--- config.mk ---
export PLATFORM = sky130hd
export DESIGN_NAME = range_sum_caller
export DESIGN_NICKNAME = d
export VERILOG_FILES = /design/src/rtl/range_sum_caller.sv
export SDC_FILE = /design/constraint.sdc
export NUM_CORES = 1
export LEC_CHECK = 0
export ABC_AREA = 1
export CORE_MARGIN = 10
export CORE_UTILIZATION = 45
export DETAILED_ROUTE_END_ITERATION = 10
export PLACE_DENSITY = 0.74
export SYNTH_ARGS = -nofsm -noshare
export SYNTH_HDL_FRONTEND = slang
export SYNTH_SLANG_ARGS = --single-unit
--- constraint.sdc ---
create_clock -name _clock -period 4.3 [get_ports _clock]
set_input_delay 0.86 -clock _clock [delete_from_list [all_inputs] [get_ports _clock]]
set_output_delay 0.86 -clock _clock [all_outputs]
set_load 0.01 [all_outputs]
--- src/rtl/range_sum_caller.sv ---
// -----------------------------------------------------------------------------
// range_sum_caller
//
// Consumer side of the _start/_ready/_valid/_done generator handshake. It takes
// base/limit/step on _start and launches a callee range generator with those
// arguments. It then consumes every value the callee yields and returns one
// result tuple upstream: the signed sum (_0) and the count (_1) of the values.
//
// Ports
//   _clock, _reset        clock and synchronous active-high reset
//   _start, base/limit/step   request and its arguments (sampled in IDLE)
//   _ready                upstream accepts the current result tuple
//   _done, _valid, _0, _1 idle flag and result tuple (sum, count)
//   c_start, c_base/c_limit/c_step   launch pulse and arguments to the callee
//   c_ready               caller accepts callee data
//   c_done, c_valid, c_0  callee status and yielded value
//
// Configuration
//   RANGE_SUM_PARTIAL_EN  when defined, every consumed value also yields a
//                         running (sum, count) tuple through a one-deep output
//                         register with backpressure. The final totals tuple
//                         still follows. Undefined (default): only the single
//                         final tuple is emitted.
// -----------------------------------------------------------------------------
module range_sum_caller #(
   parameter int WIDTH = 32
) (
   input  logic             _clock,
   input  logic             _reset,
   input  logic             _start,
   input  logic             _ready,
   input  logic [WIDTH-1:0] base,
   input  logic [WIDTH-1:0] limit,
   input  logic [WIDTH-1:0] step,
   output logic             _done,
   output logic             _valid,
   output logic [WIDTH-1:0] _0,
   output logic [WIDTH-1:0] _1,
   output logic             c_start,
   output logic             c_ready,
   output logic [WIDTH-1:0] c_base,
   output logic [WIDTH-1:0] c_limit,
   output logic [WIDTH-1:0] c_step,
   input  logic             c_done,
   input  logic             c_valid,
   input  logic [WIDTH-1:0] c_0
);

   typedef enum logic [2:0] {
      S_IDLE  = 3'd0,
      S_CALL  = 3'd1,
      S_WAIT  = 3'd2,
      S_DRAIN = 3'd3,   // partial mode: wait for a free output slot for the totals
      S_EMIT  = 3'd4
   } state_t;

   localparam logic [WIDTH-1:0] ONE = {{(WIDTH-1){1'b0}}, 1'b1};

   state_t           state_q, state_d;
   logic             done_q, done_d;
   logic             valid_q, valid_d;
   logic [WIDTH-1:0] out0_q, out0_d;
   logic [WIDTH-1:0] out1_q, out1_d;
   logic             c_start_q, c_start_d;
   logic             c_ready_q, c_ready_d;
   logic [WIDTH-1:0] c_base_q, c_base_d;
   logic [WIDTH-1:0] c_limit_q, c_limit_d;
   logic [WIDTH-1:0] c_step_q, c_step_d;
   logic [WIDTH-1:0] sum_q, sum_d;
   logic [WIDTH-1:0] cnt_q, cnt_d;

   logic             fire_s;
   logic [WIDTH-1:0] sum_inc_s;
   logic [WIDTH-1:0] cnt_inc_s;

`ifdef RANGE_SUM_PARTIAL_EN
   // The output slot is free when empty or being drained on this edge.
   assign c_ready = c_ready_q && (!valid_q || _ready);
`else
   assign c_ready = c_ready_q;
`endif

   assign fire_s    = c_valid && c_ready;
   assign sum_inc_s = sum_q + c_0;
   assign cnt_inc_s = cnt_q + ONE;

   assign _done   = done_q;
   assign _valid  = valid_q;
   assign _0      = out0_q;
   assign _1      = out1_q;
   assign c_start = c_start_q;
   assign c_base  = c_base_q;
   assign c_limit = c_limit_q;
   assign c_step  = c_step_q;

   // Next-state and next-register computation for the call sequence.
   always_comb begin
      state_d   = state_q;
      done_d    = done_q;
      valid_d   = valid_q;
      out0_d    = out0_q;
      out1_d    = out1_q;
      c_start_d = c_start_q;
      c_ready_d = c_ready_q;
      c_base_d  = c_base_q;
      c_limit_d = c_limit_q;
      c_step_d  = c_step_q;
      sum_d     = sum_q;
      cnt_d     = cnt_q;

      case (state_q)
         S_IDLE: begin
            done_d    = 1'b1;
            c_ready_d = 1'b0;
            if (_start) begin
               c_base_d  = base;
               c_limit_d = limit;
               c_step_d  = step;
               sum_d     = {WIDTH{1'b0}};
               cnt_d     = {WIDTH{1'b0}};
               c_start_d = 1'b1;
               done_d    = 1'b0;
               state_d   = S_CALL;
            end else begin
               state_d = S_IDLE;
            end
         end

         // The callee's idle c_done is still high here, so it is not looked at.
         S_CALL: begin
            c_start_d = 1'b0;
            c_ready_d = 1'b1;
            state_d   = S_WAIT;
         end

         S_WAIT: begin
            if (fire_s) begin
               sum_d = sum_inc_s;
               cnt_d = cnt_inc_s;
            end else begin
               sum_d = sum_q;
               cnt_d = cnt_q;
            end
`ifdef RANGE_SUM_PARTIAL_EN
            if (fire_s) begin
               out0_d  = sum_inc_s;
               out1_d  = cnt_inc_s;
               valid_d = 1'b1;
            end else if (valid_q && _ready) begin
               valid_d = 1'b0;
            end else begin
               valid_d = valid_q;
            end
            if (c_done) begin
               c_ready_d = 1'b0;
               state_d   = S_DRAIN;
            end else begin
               state_d = S_WAIT;
            end
`else
            // A value arriving together with c_done is part of the totals.
            if (c_done) begin
               c_ready_d = 1'b0;
               out0_d    = fire_s ? sum_inc_s : sum_q;
               out1_d    = fire_s ? cnt_inc_s : cnt_q;
               valid_d   = 1'b1;
               state_d   = S_EMIT;
            end else begin
               state_d = S_WAIT;
            end
`endif
         end

         // sum_q/cnt_q already hold the totals; load them once the slot frees.
         S_DRAIN: begin
            if (!valid_q || _ready) begin
               out0_d  = sum_q;
               out1_d  = cnt_q;
               valid_d = 1'b1;
               state_d = S_EMIT;
            end else begin
               state_d = S_DRAIN;
            end
         end

         S_EMIT: begin
            if (_ready) begin
               valid_d = 1'b0;
               done_d  = 1'b1;
               state_d = S_IDLE;
            end else begin
               state_d = S_EMIT;
            end
         end

         default: begin
            state_d   = S_IDLE;
            done_d    = 1'b1;
            valid_d   = 1'b0;
            c_start_d = 1'b0;
            c_ready_d = 1'b0;
         end
      endcase
   end

   // State and output registers with synchronous reset.
   always_ff @(posedge _clock) begin
      if (_reset) begin
         state_q   <= S_IDLE;
         done_q    <= 1'b1;
         valid_q   <= 1'b0;
         out0_q    <= {WIDTH{1'b0}};
         out1_q    <= {WIDTH{1'b0}};
         c_start_q <= 1'b0;
         c_ready_q <= 1'b0;
         c_base_q  <= {WIDTH{1'b0}};
         c_limit_q <= {WIDTH{1'b0}};
         c_step_q  <= {WIDTH{1'b0}};
         sum_q     <= {WIDTH{1'b0}};
         cnt_q     <= {WIDTH{1'b0}};
      end else begin
         state_q   <= state_d;
         done_q    <= done_d;
         valid_q   <= valid_d;
         out0_q    <= out0_d;
         out1_q    <= out1_d;
         c_start_q <= c_start_d;
         c_ready_q <= c_ready_d;
         c_base_q  <= c_base_d;
         c_limit_q <= c_limit_d;
         c_step_q  <= c_step_d;
         sum_q     <= sum_d;
         cnt_q     <= cnt_d;
      end
   end

endmodule

======== After elaboration in Yosys (flattened, before gate mapping) ========
Cells that the tools add are included.
storage, ports and cells
  register bits after elaboration ......... 231
  logic and storage cells ................. 70
  bits of input ports ..................... 134
  output and inout port bits .............. 164
operators by class
  reduce and logical (&&, ||, !) cells .... 17
  eq/ne operators ......................... 8
  muxes and demuxes ....................... 27
  bitwise gates (word level) .............. 4
  add/sub/neg operators ................... 2
operators with widths
  cell                     number
  $pmux W32 S2             4
  $mux W32                 7
  $add A32 B1 Y32 const B  1
  $add A32 B32 Y32         1
  $pmux W3 S5              1
  $reduce_and A2 Y1        5
  $mux W3                  3
  $mux W1                  8
  $ne A2 B2 Y1 const B     4
  $eq A3 B2 Y1 const B     2
  $pmux W1 S3              2
  $reduce_or A3 Y1         2
  $not A1 Y1               4
  $pmux W1 S4              1
  $reduce_and A4 Y1        1
  $reduce_bool A2 Y1       2
  $reduce_or A2 Y1         2
  $eq A3 B1 Y1 const B     1
  $eq A3 B3 Y1 const B     1
  $logic_not A3 Y1         1
  $reduce_and A3 Y1        1
  $pmux W1 S2              1
  $logic_and A1 B1 Y1      1
  $logic_not A1 Y1         1
  $logic_or A1 B1 Y1       1

======== Logic depth before layout (Yosys ltp) ========
  word-level depth ........................ 4
  mapped depth ............................ 15
  mapped depth without buffers ............ 15

======== Worst setup path before layout ========
Ideal clock, no wire load.
  path kind ............................... input -> register
  from .................................... input port c_0[0]
  to ...................................... register out0_q[16] (netlist: _0[16])
  arrival ................................. 2.364 ns
  slack ................................... 1.804 ns
  library setup time ...................... 0.132 ns
  stages .................................. 13
  cells stage by stage .................... ha_1 fa_1 nand3_1 nand3_1 nand2_1 nand2_1 nand2_1 nand2_1 xor2_1 nand2_1 nand2_1 o21bai_1 a21oi_1
between the ends
  longest elaborated chain between the ends .. 4
ends and longest elaborated chain
  element               line  source
  start, declared       46    input logic [WIDTH-1:0] c_0
  $add A32 B32 Y32      84    assign sum_inc_s = sum_q + c_0;
  $mux W32              --
  $mux W32              162   if (c_done) begin
  $pmux W32 S2          111   case (state_q)
  end signal, assigned  212   out0_q <= {WIDTH{1'b0}};
  end signal, assigned  225   out0_q <= out0_d;
  end, declared         62    logic [WIDTH-1:0] out0_q, out0_d;
No other way between the ends. The select of a mux whose other input is x is not followed.
A chain may end at the register's enable or synchronous reset.

======== Worst setup path in the final report ========
  from .................................... input port c_valid
  to ...................................... register out1_q[24] (netlist: _1[24])
between the ends
  longest elaborated chain between the ends .. 4
ends and longest elaborated chain
  element               line  source
  start, declared       45    input logic c_valid,
  $logic_and A1 B1 Y1   83    assign fire_s = c_valid && c_ready;
  $mux W32              --
  $mux W32              162
  $pmux W32 S2          111
  end signal, assigned  213   out1_q <= {WIDTH{1'b0}};
  end signal, assigned  226   out1_q <= out1_d;
  end, declared         63    logic [WIDTH-1:0] out1_q, out1_d;
No other way between the ends. The select of a mux whose other input is x is not followed.

==> flow_summary.json <==
{
  "cap_violations": 0,
  "rows": 60,
  "min_path_type": "flip-flop to flip-flop",
  "ff2ff_setup_slack_ps": 1600,
  "whs_ps": 462,
  "clock_sinks": 231,
  "postCtsSetupRepairBufs": 0,
  "ys_seq_area_frac": 0.373,
  "crit_arrival_ps": 3230,
  "syn-instance-count": 1932,
  "finalWorstSetupSlack_ps": 1450,
  "coreArea_mm2": 0.0270,
  "postRouteAntennaNets": 0,
  "areaGrowthSynthToFinish_pct": 32.6,
  "cts_tree": "yes",
  "globalplace.congestion": 0.950,
  "end_kind": "flip-flop",
  "finalWirelength_um": 40800,
  "worstMarginPinSlew_ps": 1170,
  "drc": 0,
  "wl_per_cell_um": 16.1,
  "drive_above_1_share": 0.0451,
  "initial_core_util": 0.459,
  "post-route-period-util": 0.664,
  "worstSetupStartpointType": "input port",
  "via_count": 13000,
  "hpwl_um": 29200,
  "irDropWorstVdd_mv": 0.313,
  "antenna_found_initial": 0,
  "ys_types": 43,
  "r2r-start": "c_ready",
  "syn-num-nets": 2099,
  "r2r_cells": 9,
  "ctsHtreeMaxLevel": 1,
  "fin_nets": 2346,
  "crit_end": "_1[24]",
  "place_area_mm2": 0.0155,
  "fin_area_mm2": 0.0164,
  "routed_via_density": 5.13,
  "portBuffers": 297,
  "grt_usage": 0.229,
  "p_leak_nw": 7.22,
  "powerDensity_mw_per_mm2": 340,
  "cp_data_required_time_ps": 4680,
  "setup_viol": 0,
  "first_pass_iters": 5,
  "cts_buffers": 27,
  "synth_seq_cells": 231,
  "p_total_mw": 5.59,
  "worstPathMaxFanout": 27,
  "die_area_mm2": 0.0346,
  "ys_warn_count": 0,
  "max-clock-path-buffers": 3,
  "cts.repair.resized": 0,
  "overflow": 0,
  "hold_violations": 0,
  "post-place-ws_ps": 924,
  "tns_ps": 0,
  "grt_max_degree": 102,
  "critical_path_class": "input port to flip-flop",
  "ios": 298,
  "first_iter_violations": 960,
  "grt_pass1_vias": 12300,
  "clk_latency_ps": 550,
  "finalCriticalPeriod_ps": 2850,
  "cts-root-buf": "clkbuf_16",
  "hold_buffers": 0,
  "path_clk_slew_ps": 60,
  "syn_area_per_cell_um2": 6.42,
  "relSlewSlack": 0.217,
  "drv_slew": 0,
  "die-width_um": 186,
  "syn-cell-area_mm2": 0.0124,
  "grt_first_pass_wirelength_um": 65000,
  "timing.critical_path.from": "c_valid",
  "final.setup_skew_ps": 7.53,
  "die_h_um": 186,
  "r2r-end": "_1[24]",
  "fmax_ghz": 0.350,
  "rsz0062_at_grt": "false",
  "status": "completed"
}
[cells in the mapped netlist, drive strengths merged]
cell type  count  area (µm²)
xor2          27         236
nand2        569        2150
ha            32         400
a31oi          1        6.26
nand3         68         365
and3           1        6.26
a21oi        186         938
o21ai        155         780
fa             1        20.0
nand4          8        56.3
inv          178         671
clkbuf        58         218
o21bai         3        22.5
buf           37         209
nor2         322        1260
clkinv         1        3.75
xnor2         16         140
and2           3        18.8
nor3          19         143
nand3b         4        42.5
o21a           7        52.6
o211ai         2        15.0
dfxtp        231        4620
a21o           1        7.51
o22ai          2        12.5
[stage by stage]
stage / std cells / utilization
after floorplan: 1932 / -
after global placement: 2491 / 0.575
after detailed placement: 2491 / 0.575
after CTS: 2537 / 0.608
after global routing: 2537 / 0.608
final: 2538 / 0.608
[cells by family (layout without fill, tap and decap cells)]
| group | after synthesis | after routing | share of synthesized area |
|---|---|---|---|
| adders and majority gates | 33 | 33 | 0.0339 |
| xor gates and xnor gates | 43 | 43 | 0.0304 |
| buffers and inverters | 274 | 538 | 0.0888 |
| and+or+nand+nor | 994 | 994 | 0.326 |
| DFF | 231 | 231 | 0.373 |
| other | 0 | 1 | 0 |
| AOI/OAI and AO/OA | 357 | 357 | 0.148 |
[report_power, final]
group / switching, mW / internal, mW
clock network: 0.941 / 1.43
logic: 0.477 / 0.418
registers: 0.0632 / 2.26
[critical path, stage by stage]
cell and delay, ps:
clkdlybuf4s50_1 460, nand2_1 360, inv_2 560, nand3_2 220, nor3_4 250, nand3_1 110, nand2_1 80, nand2_1 70
o21ai_1 170, a21oi_1 90
[worst min-delay path by stage]
stage	from	end	slack (ps)	cells after the start
finish	_0[11]	_0[11]	460	2
global placement	_0[11]	_0[11]	450	2
detailed placement	_0[11]	_0[11]	450	2
floorplan	sum_q[0]	sum_q[0]	460	2
CTS	_0[11]	_0[11]	460	2
global route	_0[30]	_0[30]	480	2
[placed cells by master (no fill, tap or decap), drive strengths merged]
master | synthesis | layout
a21o | 1 | 1
a21oi | 186 | 186
a31oi | 1 | 1
and2 | 3 | 3
and3 | 1 | 1
buf | 37 | 17
bufinv | 0 | 4
clkbuf | 58 | 33
clkdlybuf4s50 | 0 | 296
clkinv | 1 | 8
clkinvlp | 0 | 1
dfxtp | 231 | 231
diode | 0 | 1
fa | 1 | 1
ha | 32 | 32
inv | 178 | 179
nand2 | 569 | 569
nand3 | 68 | 68
nand3b | 4 | 4
nand4 | 8 | 8
nor2 | 322 | 322
nor3 | 19 | 19
o211ai | 2 | 2
o21a | 7 | 7
o21ai | 155 | 155
o21bai | 3 | 3
o22ai | 2 | 2
xnor2 | 16 | 16
xor2 | 27 | 27
[registers in the layout (all words and copies together), names as in the netlist, 3 cells and up]
register	cells
c_step	32
state_q	3
c_base	32
_0	32
c_limit	32
sum_q	32
cnt_q	32
_1	32
[layout make-up]
cell class | count | area, µm²
inverters | 179 | 674
fillers | 2462 | 10600
repair buffers | 313 | 3120
diodes | 1 | 2.50
multi-input cells | 1427 | 6690
flip-flops and latches | 231 | 4620
clock inverters | 13 | 186
clock buffers | 33 | 718
well taps | 341 | 427
[metal layers]
metal	vias to the layer above	part of all wire	global-route usage
met5	-	0	0
met4	0	0.019	0.0532
met3	53	0.096	0.0739
met2	453	0.46	0.374
met1	5918	0.42	0.287
li1	6599	-	-
Power figures use the tool's default switching activity.
